### src/rtl/fft_pass_sequencer_pkg.sv
// Shared AGU mode codes, transform-size defaults and sequencer state encoding
// for the FFT pass sequencer and its counter.
package fft_pass_sequencer_pkg;

  localparam int AGU_MODE_WIDTH = 3;
  localparam logic [AGU_MODE_WIDTH-1:0] AGU_MODE_IDLE   = 3'd0;
  localparam logic [AGU_MODE_WIDTH-1:0] AGU_MODE_BF_RAM = 3'd2;

  localparam int LOG_N        = 8;
  localparam int NO_OF_POINTS = 1 << LOG_N;

  typedef enum logic [2:0] {
    SEQ_IDLE   = 3'd0,
    SEQ_ARM    = 3'd1,
    SEQ_RUN    = 3'd2,
    SEQ_DRAIN  = 3'd3,
    SEQ_FINISH = 3'd4
  } seqState_t;

endpackage

### src/rtl/fft_seq_counter.sv
// Cascaded phase/butterfly/stage counter for one FFT pass. Holds its final
// values once the last butterfly slot has been reached.
module fft_seq_counter #(
  parameter int LOG_N     = 8,
  parameter int BF_CYCLES = 8,
  parameter int STAGE_W   = 3,
  parameter int PHASE_W   = 3
) (
  input  logic               clk,
  input  logic               reset,
  input  logic               clear,
  input  logic               enable,
  output logic [STAGE_W-1:0] stage,
  output logic [LOG_N-2:0]   bfIndex,
  output logic               stageWrap,
  output logic               lastSlot
);
  import fft_pass_sequencer_pkg::*;

  localparam int BF_W = LOG_N - 1;

  logic [PHASE_W-1:0] phase_r;
  logic               phaseLast_s;
  logic               bfLast_s;
  logic               stageLast_s;

  assign phaseLast_s = (phase_r == PHASE_W'(BF_CYCLES - 1));
  assign bfLast_s    = (bfIndex == {BF_W{1'b1}});
  // Exact terminal compare so non-power-of-two stage counts stop correctly.
  assign stageLast_s = (stage == STAGE_W'(LOG_N - 1));
  assign stageWrap   = enable && phaseLast_s && bfLast_s;
  assign lastSlot    = stageWrap && stageLast_s;

  // Advance phase every enabled cycle, carrying into butterfly and stage.
  always_ff @(posedge clk) begin
    if (reset || clear) begin
      phase_r <= '0;
      bfIndex <= '0;
      stage   <= '0;
    end else if (enable && !lastSlot) begin
      if (phaseLast_s) begin
        phase_r <= '0;
        if (bfLast_s) begin
          bfIndex <= '0;
          stage   <= stage + STAGE_W'(1);
        end else begin
          bfIndex <= bfIndex + BF_W'(1);
        end
      end else begin
        phase_r <= phase_r + PHASE_W'(1);
      end
    end
  end

endmodule

### src/rtl/fft_pass_sequencer.sv
// Sequences the butterfly AGU through one in-place FFT/IFFT pass.
// Optional feature macro: FFT_SEQ_IFFT_EN (latch ifft_req into agu_ifft).
module fft_pass_sequencer #(
  parameter int LOG_N        = 8,
  parameter int BF_CYCLES    = 8,
  parameter int DRAIN_CYCLES = 8,
  localparam int STAGE_W = (LOG_N > 1) ? $clog2(LOG_N) : 1,
  localparam int PHASE_W = (BF_CYCLES > 1) ? $clog2(BF_CYCLES) : 1,
  localparam int DRAIN_W = (DRAIN_CYCLES > 1) ? $clog2(DRAIN_CYCLES) : 1
) (
  input  logic                                             clk,
  input  logic                                             reset,
  input  logic                                             start,
  input  logic                                             abort,
  input  logic                                             ifft_req,
  output logic                                             busy,
  output logic                                             done,
  output logic                                             stage_done,
  output logic [STAGE_W-1:0]                               stage,
  output logic [LOG_N-2:0]                                 bf_index,
  output logic                                             agu_reset,
  output logic                                             agu_start,
  output logic [fft_pass_sequencer_pkg::AGU_MODE_WIDTH-1:0] agu_mode,
  output logic                                             agu_oe,
  output logic                                             agu_ifft
);
  import fft_pass_sequencer_pkg::*;

  seqState_t          state_r;
  logic [DRAIN_W-1:0] drainCnt_r;
  logic               startTaken_s;
  logic               abortTaken_s;
  logic               cntClear_s;
  logic               cntEnable_s;
  logic               stageWrap_s;
  logic               lastSlot_s;
  logic               ifftLoad_s;

  assign startTaken_s = (state_r == SEQ_IDLE) && start;
  assign abortTaken_s = abort && ((state_r == SEQ_ARM) || (state_r == SEQ_RUN) ||
                                  (state_r == SEQ_DRAIN));
  assign cntClear_s   = startTaken_s || abortTaken_s;
  assign cntEnable_s  = (state_r == SEQ_RUN) && !abort;

`ifdef FFT_SEQ_IFFT_EN
  assign ifftLoad_s = ifft_req;
`else
  logic unusedIfftReq_s;
  assign unusedIfftReq_s = ifft_req;
  assign ifftLoad_s      = 1'b0;
`endif

  fft_seq_counter #(
    .LOG_N     (LOG_N),
    .BF_CYCLES (BF_CYCLES),
    .STAGE_W   (STAGE_W),
    .PHASE_W   (PHASE_W)
  ) u_counter (
    .clk       (clk),
    .reset     (reset),
    .clear     (cntClear_s),
    .enable    (cntEnable_s),
    .stage     (stage),
    .bfIndex   (bf_index),
    .stageWrap (stageWrap_s),
    .lastSlot  (lastSlot_s)
  );

  // Pass FSM; every output is registered and set for the state being entered.
  always_ff @(posedge clk) begin
    if (reset) begin
      state_r    <= SEQ_IDLE;
      drainCnt_r <= '0;
      busy       <= 1'b0;
      done       <= 1'b0;
      stage_done <= 1'b0;
      agu_reset  <= 1'b1;
      agu_start  <= 1'b0;
      agu_mode   <= AGU_MODE_IDLE;
      agu_oe     <= 1'b0;
      agu_ifft   <= 1'b0;
    end else begin
      done       <= 1'b0;
      stage_done <= 1'b0;
      agu_start  <= 1'b0;
      if (abortTaken_s) begin
        state_r   <= SEQ_IDLE;
        busy      <= 1'b0;
        agu_reset <= 1'b1;
        agu_mode  <= AGU_MODE_IDLE;
        agu_oe    <= 1'b0;
      end else begin
        case (state_r)
          SEQ_IDLE: begin
            if (start) begin
              state_r  <= SEQ_ARM;
              busy     <= 1'b1;
              agu_ifft <= ifftLoad_s;
            end
          end
          SEQ_ARM: begin
            state_r   <= SEQ_RUN;
            agu_reset <= 1'b0;
            agu_start <= 1'b1;
            agu_mode  <= AGU_MODE_BF_RAM;
            agu_oe    <= 1'b1;
          end
          SEQ_RUN: begin
            stage_done <= stageWrap_s;
            if (lastSlot_s) begin
              state_r    <= SEQ_DRAIN;
              drainCnt_r <= '0;
            end
          end
          SEQ_DRAIN: begin
            // Bus stays owned in BF_RAM mode until the last writebacks land.
            if (drainCnt_r == DRAIN_W'(DRAIN_CYCLES - 1)) begin
              state_r   <= SEQ_FINISH;
              done      <= 1'b1;
              agu_reset <= 1'b1;
              agu_mode  <= AGU_MODE_IDLE;
              agu_oe    <= 1'b0;
            end else begin
              drainCnt_r <= drainCnt_r + DRAIN_W'(1);
            end
          end
          SEQ_FINISH: begin
            state_r <= SEQ_IDLE;
            busy    <= 1'b0;
          end
          default: begin
            state_r   <= SEQ_IDLE;
            busy      <= 1'b0;
            agu_reset <= 1'b1;
            agu_mode  <= AGU_MODE_IDLE;
            agu_oe    <= 1'b0;
          end
        endcase
      end
    end
  end

endmodule

### config.mk
export PLATFORM = sky130hd
export DESIGN_NAME = fft_pass_sequencer
export DESIGN_NICKNAME = d
export VERILOG_FILES = /design/src/rtl/fft_pass_sequencer_pkg.sv /design/src/rtl/fft_seq_counter.sv /design/src/rtl/fft_pass_sequencer.sv
export SDC_FILE = /design/constraint.sdc
export NUM_CORES = 1
export LEC_CHECK = 0
export CAP_MARGIN = 10
export CORE_MARGIN = 5
export CORE_UTILIZATION = 28
export CTS_CLUSTER_DIAMETER = 30
export DETAILED_ROUTE_END_ITERATION = 10
export PLACE_DENSITY = 0.54
export SYNTH_ARGS = -nofsm -noshare
export SYNTH_HDL_FRONTEND = slang
export SYNTH_SLANG_ARGS = --single-unit
### constraint.sdc
create_clock -name clk -period 5.3 [get_ports clk]
set_input_delay 0.795 -clock clk [delete_from_list [all_inputs] [get_ports clk]]
set_output_delay 0.795 -clock clk [all_outputs]
set_load 0.05 [all_outputs]
# After elaboration in Yosys (flattened, before gate mapping)
# Index checks and enable logic that the tools add are counted.
# Widths: inputs -> output; s select.
[op_classes] reduce_logical=26 add_sub_neg=4 mux=19 bitwise_logic=5 n_eq_ne=12
[op_table] cell="$mux 3" count=7
[op_table] cell="$eq 3x3->1 const B" count=4
[op_table] cell="$pmux 3 s4" count=1
[op_table] cell="$reduce_or 3->1" count=4
[op_table] cell="$add 3x1->3 const B" count=3
[op_table] cell="$pmux 3 s3" count=1
[op_table] cell="$add 7x1->7 const B" count=1
[op_table] cell="$eq 7x7->1 const B" count=1
[op_table] cell="$logic_and 1x1->1" count=7
[op_table] cell="$mux 7" count=1
[op_table] cell="$eq 3x2->1 const B" count=2
[op_table] cell="$pmux 1 s3" count=2
[op_table] cell="$pmux 3 s2" count=1
[op_table] cell="$reduce_and 2->1" count=3
[op_table] cell="$reduce_and 3->1" count=2
[op_table] cell="$mux 1" count=5
[op_table] cell="$not 1->1" count=5
[op_table] cell="$logic_or 1x1->1" count=4
[op_table] cell="$ne 2x1->1 const B" count=2
[op_table] cell="$ne 2x2->1 const B" count=2
[op_table] cell="$reduce_and 4->1" count=1
[op_table] cell="$eq 3x1->1 const B" count=1
[op_table] cell="$logic_not 3->1" count=1
[op_table] cell="$logic_not 1->1" count=2
[op_table] cell="3 further kinds" count=3
[totals] wordCells=78 out_inout_bits=20 in_bits=5 register_bits=28

# Logic depth before layout (Yosys ltp)
# Gate-level depths: netlist of the first run.
[depth] word_depth=8 mapped_depth=7

# By module
# A second synthesis of the first run with hierarchy kept.
[unflattened] hier_cells=145 area_unflattened_um2=1305.0
[by_module_without_submodules] mod="fft_seq_counter" cells_each=77 area_each_um2=701.9 instances=1 seq_area_each_um2=260.2
[by_module_without_submodules] mod="fft_pass_sequencer" cells_each=68 area_each_um2=603.1 instances=1 seq_area_each_um2=240.2

# Worst setup path after synthesis of the first run
# OpenSTA, ideal clock, no wires.
[synth_timing] path_kind="input port to flip-flop" start="input abort" end="register state_r[0]" path_stages=4 t_required_ns=5.197 setup_time_ns=0.103 arrival_ns=2.301 setup_slack_ns=2.895 path_cell_list="or4b_4 > or4_4 > nor4b_4 > a2111oi_2"
[synth_via] elab_chain_len=7
[synth_lines] item="from (decl)" line_no="fft_pass_sequencer.sv:14" source="input logic abort,"
[synth_lines] item="$logic_not 1->1" line_no="fft_pass_sequencer.sv:43" source="assign cntEnable_s = (state_r == SEQ_RUN) && !abort;"
[synth_lines] item="$logic_and 1x1->1" line_no="fft_pass_sequencer.sv:43"
[synth_lines] item="$logic_and 1x1->1 (2 in a row)" line_no="fft_seq_counter.sv:31" source="assign stageWrap = enable && phaseLast_s && bfLast_s;"
[synth_lines] item="$logic_and 1x1->1" line_no="fft_seq_counter.sv:32" source="assign lastSlot = stageWrap && stageLast_s;"
[synth_lines] item="$ne 2x1->1 (no line)"
[synth_lines] item="$reduce_and 3->1 (no line)"
[synth_lines] item="to (signal assigned)" line_no="fft_pass_sequencer.sv:72" source="state_r <= SEQ_IDLE;"
[synth_lines] item="to (signal assigned)" line_no="fft_pass_sequencer.sv:87" source="state_r <= SEQ_IDLE;"
[synth_lines] item="to (signal assigned)" line_no="fft_pass_sequencer.sv:96" source="state_r <= SEQ_ARM;"
[synth_lines] item="to (decl)" line_no="fft_pass_sequencer.sv:29" source="seqState_t state_r;"
# Parallel ways exist; a longest one is shown, timed or not.
# A chain may end at the register's enable or synchronous reset.

# Final worst setup path of the first run
# Ends and elaborated chain as after synthesis.

==> results of run 1 <==
per-stage QoR:
step	std cells	total power [mW]	hold WS, ns	utilization	setup WS, ns
6_report	206	0.382	0.476	0.348	2.56
5_1_grt	206	0.399	0.501	0.348	2.48
4_1_cts	206	0.386	0.483	0.348	2.57
3_5_place_dp	202	0.272	0.469	0.337	2.29
3_3_place_gp	202	0.270	0.455	0.337	2.32
2_1_floorplan	139	0.259	0.441	-	2.90
sequential cells by signal (all words and copies together) (netlist names):
| register | cells |
|---|---|
| agu_mode | 1 |
| done | 1 |
| agu_start | 1 |
| u_counter.bfIndex | 7 |
| stage_done | 1 |
| agu_reset | 1 |
| busy | 1 |
| u_counter.phase_r | 3 |
| state_r | 3 |
| u_counter.stage | 3 |
| drainCnt_r | 3 |
routing by layer:
layer,up-vias,wire [um],GRT usage
met5,-,0,0
met2,34,1230,0.149
met4,0,10,0.0105
met3,4,188,0.0363
li1,531,-,-
met1,473,1240,0.111
cell usage in the layout (no fill, tap or decap), types with 2 or more instances in the layout:
cell type | synthesis | layout
sky130_fd_sc_hd__clkbuf_8 | 0 | 3
sky130_fd_sc_hd__nand3_1 | 5 | 5
sky130_fd_sc_hd__dfxtp_1 | 25 | 25
sky130_fd_sc_hd__clkdlybuf4s50_1 | 0 | 20
sky130_fd_sc_hd__nor2_1 | 13 | 13
sky130_fd_sc_hd__nand4_1 | 2 | 2
sky130_fd_sc_hd__o211ai_1 | 2 | 2
sky130_fd_sc_hd__o31ai_1 | 3 | 3
sky130_fd_sc_hd__a31oi_1 | 3 | 3
sky130_fd_sc_hd__o21ai_0 | 2 | 2
sky130_fd_sc_hd__nor4_1 | 2 | 2
sky130_fd_sc_hd__mux2i_1 | 4 | 4
sky130_fd_sc_hd__or3_1 | 2 | 2
sky130_fd_sc_hd__ha_1 | 7 | 7
sky130_fd_sc_hd__nor3_1 | 8 | 8
sky130_fd_sc_hd__a21oi_1 | 8 | 8
sky130_fd_sc_hd__conb_1 | 1 | 3
sky130_fd_sc_hd__and3_1 | 2 | 2
sky130_fd_sc_hd__nand2_1 | 12 | 12
sky130_fd_sc_hd__nand2b_1 | 4 | 4
synth_stat cells, drive strengths merged, types with 4 or more instances:
| master | count | area share |
|---|---|---|
| a21oi | 8 | 0.032 |
| buf | 7 | 0.040 |
| dfxtp | 25 | 0.40 |
| ha | 7 | 0.070 |
| mux2i | 4 | 0.032 |
| nand2 | 12 | 0.036 |
| nand2b | 4 | 0.020 |
| nand3 | 5 | 0.020 |
| nor2 | 13 | 0.039 |
| nor3 | 8 | 0.032 |
path summary, 6_finish.rpt:
kind	from	end	slack [ns]	depth (start not counted)
max	abort	state_r[0]	2.56	5
min	drainCnt_r[2]	drainCnt_r[2]	0.48	2
max reg2reg	state_r[1]	state_r[0]	3.03	4
min reg2reg	drainCnt_r[2]	drainCnt_r[2]	0.48	2
worst reg2reg max path, stage by stage, from the launching register on:
cell	delay, ns
sky130_fd_sc_hd__dfxtp_1	0.55
sky130_fd_sc_hd__or4b_4	0.56
sky130_fd_sc_hd__or4_4	0.59
sky130_fd_sc_hd__nor4b_4	0.16
sky130_fd_sc_hd__a2111oi_2	0.32
cell type report:
| class | count | area, um^2 | area share |
|---|---|---|---|
| Clock inverter | 1 | 5.00 | 0.00330 |
| Timing Repair Buffer | 20 | 200 | 0.132 |
| Clock buffer | 3 | 41.3 | 0.0273 |
| Sequential cell | 25 | 500 | 0.330 |
| Tap cell | 52 | 65.1 | 0.0429 |
| Inverter | 1 | 3.75 | 0.00248 |
| Multi-Input combinational cell | 104 | 699 | 0.462 |
cell families (layout without fill, tap and decap cells):
kind of cell | after synthesis | after routing
AND/OR/NAND/NOR | 60 | 60
AO/OA/AOI/OAI | 27 | 27
flip-flops | 25 | 25
buffers and inverters | 10 | 25
adder cells (fa/ha/maj) | 7 | 7
multiplexers | 5 | 5
XOR/XNOR | 2 | 2
other | 1 | 3
power groups by stage:
stage,sequential [mW],combinational [mW],clock [mW]
3_3_place_gp,0.206,0.0638,0
4_1_cts,0.203,0.0651,0.118
6_report,0.203,0.0645,0.115
5_1_grt,0.204,0.0692,0.126
2_1_floorplan,0.214,0.0446,0
3_5_place_dp,0.207,0.0650,0
==> impl_summary.txt, run 1 <==
----------------------------------------------------
[Clock network]
  Total clock buffers created by CTS ... 3
  Number of buffers on the longest clock path ... 2
  Number of levels the H-tree was split into ... 1
  Clock tree from TritonCTS ... built
  CTS root buffer ... sky130_fd_sc_hd__clkbuf_8
  Clock edge transition at the registers on the reported setup and hold paths ... 0.09 ns
  CTS Sinks ... 25
  Count of buffers added by post-CTS timing repair for setup ... 0
  Insertion delay to the later sink of the worst-skew pair ... 0.27 ns
  Post-CTS resize count ... 0
  CTS hold repair buffers ... 0

[Place]
  Instance area after placement ... 1470 um^2
  Routability congestion estimate from global placement ... 0.716
  Half-perimeter wire length of the detailed placement result ... 1.99 mm
  Buffers on Ports ... 20

[Status]
  Outcome ... finished, final reports clean

[STA]
  Max-slew violations ... 0
  Clock Skew ... 0.000658 ns
  Post-Route Setup TNS ... 0 ns
  Number of setup violations in the final report ... 0
  Transition time at the pin with the least slew margin ... 1.05 ns
  Fin crit period ... 2.74 ns
  Maximum achievable frequency ... 0.365 GHz
  Headroom to the max-slew limit ... 0.296
  RSZ-0062 raised after global routing ... false
  Final hold vios ... 0
  Fin crit share ... 0.517

[Worst setup path]
  Sort of element at the end of the critical path ... flop
  CP Launch Type ... input port
  Critical-path cell list ... clkdlybuf4s50_1 > or4b_4 > or4_4 > nor4b_4 > a2111oi_2
  Critical path buffers and inverters ... 1
  CP arrival ... 2.91 ns
  Cell with the biggest individual delay on the critical path ... sky130_fd_sc_hd__or4_4
  Largest stage delay on the critical path ... 0.59 ns
  Critical path start-end classification ... input port to flop
  Top cell family by delay on the critical path ... simple AND/OR/NAND/NOR gates
  Critical-path maximum fanout ... 5
  Worst path required time ... 5.47 ns

[Flow run]
  Max Cap Violations ... 0

[Logic synthesis]
  Netlist cell types ... 46
  Mux share of post-synthesis cell area ... 0.0409
  Main combinational cell family by area after synthesis ... simple AND/OR/NAND/NOR gates
  Share of the synthesized area in compound gates (AO/OA/AOI/OAI) ... 0.145
  Number of enable flip-flop cells after synthesis ... 0
  Number of flip-flops and latches in the synthesized netlist ... 25
  Cell area after technology mapping ... 1250 um^2
  Portion of the post-synthesis area used by sequential elements ... 0.399
  Simple-gate share of the synthesized area ... 0.279
  Xor/xnor share of the synthesized area ... 0.0140
  Synthesized area per cell ... 9.15 um^2
  Mapped Cells ... 137
  Prevailing post-synth register cell ... sky130_fd_sc_hd__dfxtp_1
  Adder-Cell Fraction of Synth Area ... 0.0699
  Fraction of synthesis flops using an asynchronous set or reset pin ... 0
  Yosys warning count ... 0

[Global routing]
  First-pass GRT wire length ... 4.51 mm
  Number of global-route vias before repair ... 992
  Total track usage ... 0.0896
  Total global routing overflow ... 0
  Number of antenna violations at the first check in global routing ... 0
  Largest net degree at the start of global routing ... 15

[Power]
  Peak supply drop ... 0.167 mV
  Leakage dissipation ... 0.540 nW
  Sequential cell fraction of total power ... 0.530
  Power share of the combinational group ... 0.169
  Sw Share ... 0.296
  Fraction of power consumed by the clock network ... 0.301
  Power per cell area ... 252 nW/um^2
  Internal Dissipation ... 0.269 mW
  Reported net switching power ... 0.113 mW

[Route]
  Number of detailed-routing iterations run before antenna repair ... 4
  DRC Markers ... 0
  Via density ... 5.06
  DRC violation total after the first TritonRoute iteration ... 38
  Final wirelength ... 2.66 mm
  Routed wire per std cell ... 12.9 um
  Number of antenna-violating nets in the routed design ... 0
  Vias ... 1042

[Layout]
  Share of final-layout standard cells stronger than drive strength 1 ... 0.0844
  Diode insertion count for antenna repair ... 0
  Area added between synthesis and finish ... 20.9%
  Filler Cell Count ... 453
  Final standard cell area without fillers ... 1520 um^2
  Post-layout nets ... 167

[Floorplanning]
  Starting density of the core ... 0.288
  Floorplan die height ... 76.9 um
  Floorplan die area ... 5920 um^2
  Site row count ... 24
  Core Box Area ... 4350 um^2
  Top-level I/O count ... 25
  Horizontal extent of the die ... 76.9 um

[Hold path]
  Hold/Removal Path Class ... flop to flop

----------------------------------------------------
No activity file was read; power rests on OpenSTA's default activity.
==> run 2: changes to the inputs <==
--- a/config.mk
+++ b/config.mk
@@ -10,7 +10,7 @@
 export CORE_UTILIZATION = 28
 export CTS_CLUSTER_DIAMETER = 30
 export DETAILED_ROUTE_END_ITERATION = 10
-export PLACE_DENSITY = 0.54
+export PLACE_DENSITY = 0.55
 export SYNTH_ARGS = -nofsm -noshare
 export SYNTH_HDL_FRONTEND = slang
 export SYNTH_SLANG_ARGS = --single-unit
==> constraint.sdc (replaced) <==
create_clock -name clk -period 2.5 [get_ports clk]
set_input_delay 0.375 -clock clk [delete_from_list [all_inputs] [get_ports clk]]
set_output_delay 0.375 -clock clk [all_outputs]
set_load 0.05 [all_outputs]
==> run 2 against run 1 <==
  * Sequential power increased by 110%
  * Global-route usage increased by 1.0 points
  * Clock skew grew 0.0037 ns
  * Clock power rose by 110%
  * Critical path type unchanged
==> impl_summary.txt, run 2 (synthesis results as in run 1) <==
----------------------------------------------------
[Place]
  Half-perimeter wire length of the detailed placement result ... 2.14 mm (+7.4%)
  Buffers on Ports ... 20 (unchanged)
  Routability congestion estimate from global placement ... 0.765 (+6.8%)

[Clock network]
  Total clock buffers created by CTS ... 3 (unchanged)
  CTS Sinks ... 25 (unchanged)
  CTS hold repair buffers ... 0 (unchanged)
  Number of levels the H-tree was split into ... 1 (unchanged)
  Count of buffers added by post-CTS timing repair for setup ... 0 (unchanged)
  Insertion delay to the later sink of the worst-skew pair ... 0.27 ns (about the same)
  Clock tree from TritonCTS ... built
  Number of buffers on the longest clock path ... 2 (unchanged)
  Clock edge transition at the registers on the reported setup and hold paths ... 0.09 ns (about the same)
  Post-CTS resize count ... 0 (unchanged)
  CTS root buffer ... sky130_fd_sc_hd__clkbuf_8

[Worst setup path]
  CP Launch Type ... input port
  Worst path required time ... 2.68 ns (-2.79 ns)
  Critical-path maximum fanout ... 4 (-1)
  Largest stage delay on the critical path ... 0.58 ns (about the same)
  Critical-path cell list ... clkdlybuf4s50_1 > or4b_4 > or4_4 > nor4b_4 > a2111oi_2
  Sort of element at the end of the critical path ... flop
  Critical path start-end classification ... input port to flop
  Cell with the biggest individual delay on the critical path ... sky130_fd_sc_hd__or4_4
  CP arrival ... 2.37 ns (-0.54 ns)

[Power]
  Power per cell area ... 520 nW/um^2 (+110%)
  Leakage dissipation ... 0.589 nW (+9.1%)
  Peak supply drop ... 0.191 mV (+15%)

[Floorplanning]
  Horizontal extent of the die ... 76.9 um (unchanged)
  Top-level I/O count ... 25 (unchanged)
  Floorplan die height ... 76.9 um (unchanged)
  Core Box Area ... 4350 um^2 (unchanged)
  Site row count ... 24 (unchanged)
  Starting density of the core ... 0.288 (unchanged)
  Floorplan die area ... 5920 um^2 (unchanged)

[STA]
  Post-Route Setup TNS ... 0 ns (unchanged)
  Maximum achievable frequency ... 0.455 GHz
  Number of setup violations in the final report ... 0 (unchanged)
  Minimum hold slack ... 0.492 ns (+0.0159 ns)
  RSZ-0062 raised after global routing ... false
  Fin crit share ... 0.879
  Fin crit period ... 2.20 ns
  Max-slew violations ... 0 (unchanged)
  Clock Skew ... 0.00436 ns (+0.00370 ns)
  Final hold vios ... 0 (unchanged)
  Transition time at the pin with the least slew margin ... 0.508 ns (-0.543 ns)
  Headroom to the max-slew limit ... 0.660 (+0.364)

[Layout]
  Post-layout nets ... 177 (+6.0%)
  Area added between synthesis and finish ... 26.8%
  Share of final-layout standard cells stronger than drive strength 1 ... 0.140 (+0.0558)
  Leading cell types in the layout, fill and taps excluded ... 25 x sky130_fd_sc_hd__dfxtp_1, 20 x sky130_fd_sc_hd__clkdlybuf4s50_1, 13 x sky130_fd_sc_hd__nor2_1, 12 x sky130_fd_sc_hd__nand2_1, 10 x sky130_fd_sc_hd__buf_4
  Flip-flop count of the largest register, all copies and words added ... 7 (unchanged)
  Most frequent standard cell in the layout excluding fill and tap cells ... sky130_fd_sc_hd__dfxtp_1
  Top reg by flops ... u_counter.bfIndex
  Diode insertion count for antenna repair ... 0 (unchanged)

[Route]
  DRC Markers ... 0 (unchanged)
  DRC violation total after the first TritonRoute iteration ... 66 (+74%)
  Number of detailed-routing iterations run before antenna repair ... 4 (unchanged)
  Via density ... 5.08 (+0.50%)
  Number of antenna-violating nets in the routed design ... 0 (unchanged)
  Final wirelength ... 2.90 mm (+8.9%)
  Vias ... 1098 (+5.4%)
  Routed wire per std cell ... 13.4 um (+3.8%)

[Global routing]
  First-pass GRT wire length ... 4.91 mm (+8.9%)
  Number of global-route vias before repair ... 1040 (+4.8%)
  Total track usage ... 0.0996 (+0.00996)
  Largest net degree at the start of global routing ... 15 (unchanged)
  Total global routing overflow ... 0 (unchanged)
  Number of antenna violations at the first check in global routing ... 0 (unchanged)

[Flow run]
  Max Cap Violations ... 0 (unchanged)

[Status]
  Outcome ... finished, final reports clean

[Hold path]
  Hold/Removal Path Class ... flop to flop

----------------------------------------------------
## run 2: cell count changes in the layout (fill, tap and decap cells not counted)
cell,before,now
sky130_fd_sc_hd__buf_4,0,10
## run 2: layer usage
metal / part of all wire / track usage / vias up
met5: 0 / 0 / -
met4: 0.0045 / 0.0210 / 0
met3: 0.059 / 0.0351 / 2
met2: 0.48 / 0.160 / 30
met1: 0.46 / 0.128 / 516
li1: - / - / 550
## run 2: power by group
| group | leakage, nW | internal [mW] | switching, mW |
|---|---|---|---|
| clock | 0.0255 | 0.112 | 0.131 |
| combinational | 0.362 | 0.0617 | 0.105 |
| sequential | 0.202 | 0.411 | 0.00652 |
## run 2: final timing paths
kind	from	end	slack (ns)	depth (start not counted)
hold / removal	drainCnt_r[1]	drainCnt_r[1]	0.49	2
hold reg to reg	drainCnt_r[1]	drainCnt_r[1]	0.49	2
setup / recovery	abort	state_r[0]	0.30	5
setup reg to reg	u_counter.phase_r[0]	state_r[0]	0.39	6
## run 2: critical path, delay by kind of cell
family                 cells  cell delay (ns)
and+or+nand+nor            3             1.24
buffers and inverters      1             0.44
AOI/OAI and AO/OA          1             0.31
## run 2: stage by stage
step | instances | util | worst slack, ns | cell area [um^2] | power, mW
after detailed placement | 212 | 0.355 | 0.0234 | 1540 | 0.594
final | 216 | 0.365 | 0.303 | 1590 | 0.827
after CTS | 216 | 0.365 | 0.313 | 1590 | 0.843
after global routing | 216 | 0.365 | 0.243 | 1590 | 0.869
after global placement | 212 | 0.355 | 0.0568 | 1540 | 0.592
after floorplan | 139 | - | 0.130 | 1260 | 0.549
## run 2: cell type report
class	count	area, um^2
fillers	442	2760
multi-input cells	104	699
flip-flops and latches	25	500
repair buffers	30	275
well taps	52	65.1
clock buffers	3	41.3
clock inverters	1	5.00
inverters	1	3.75
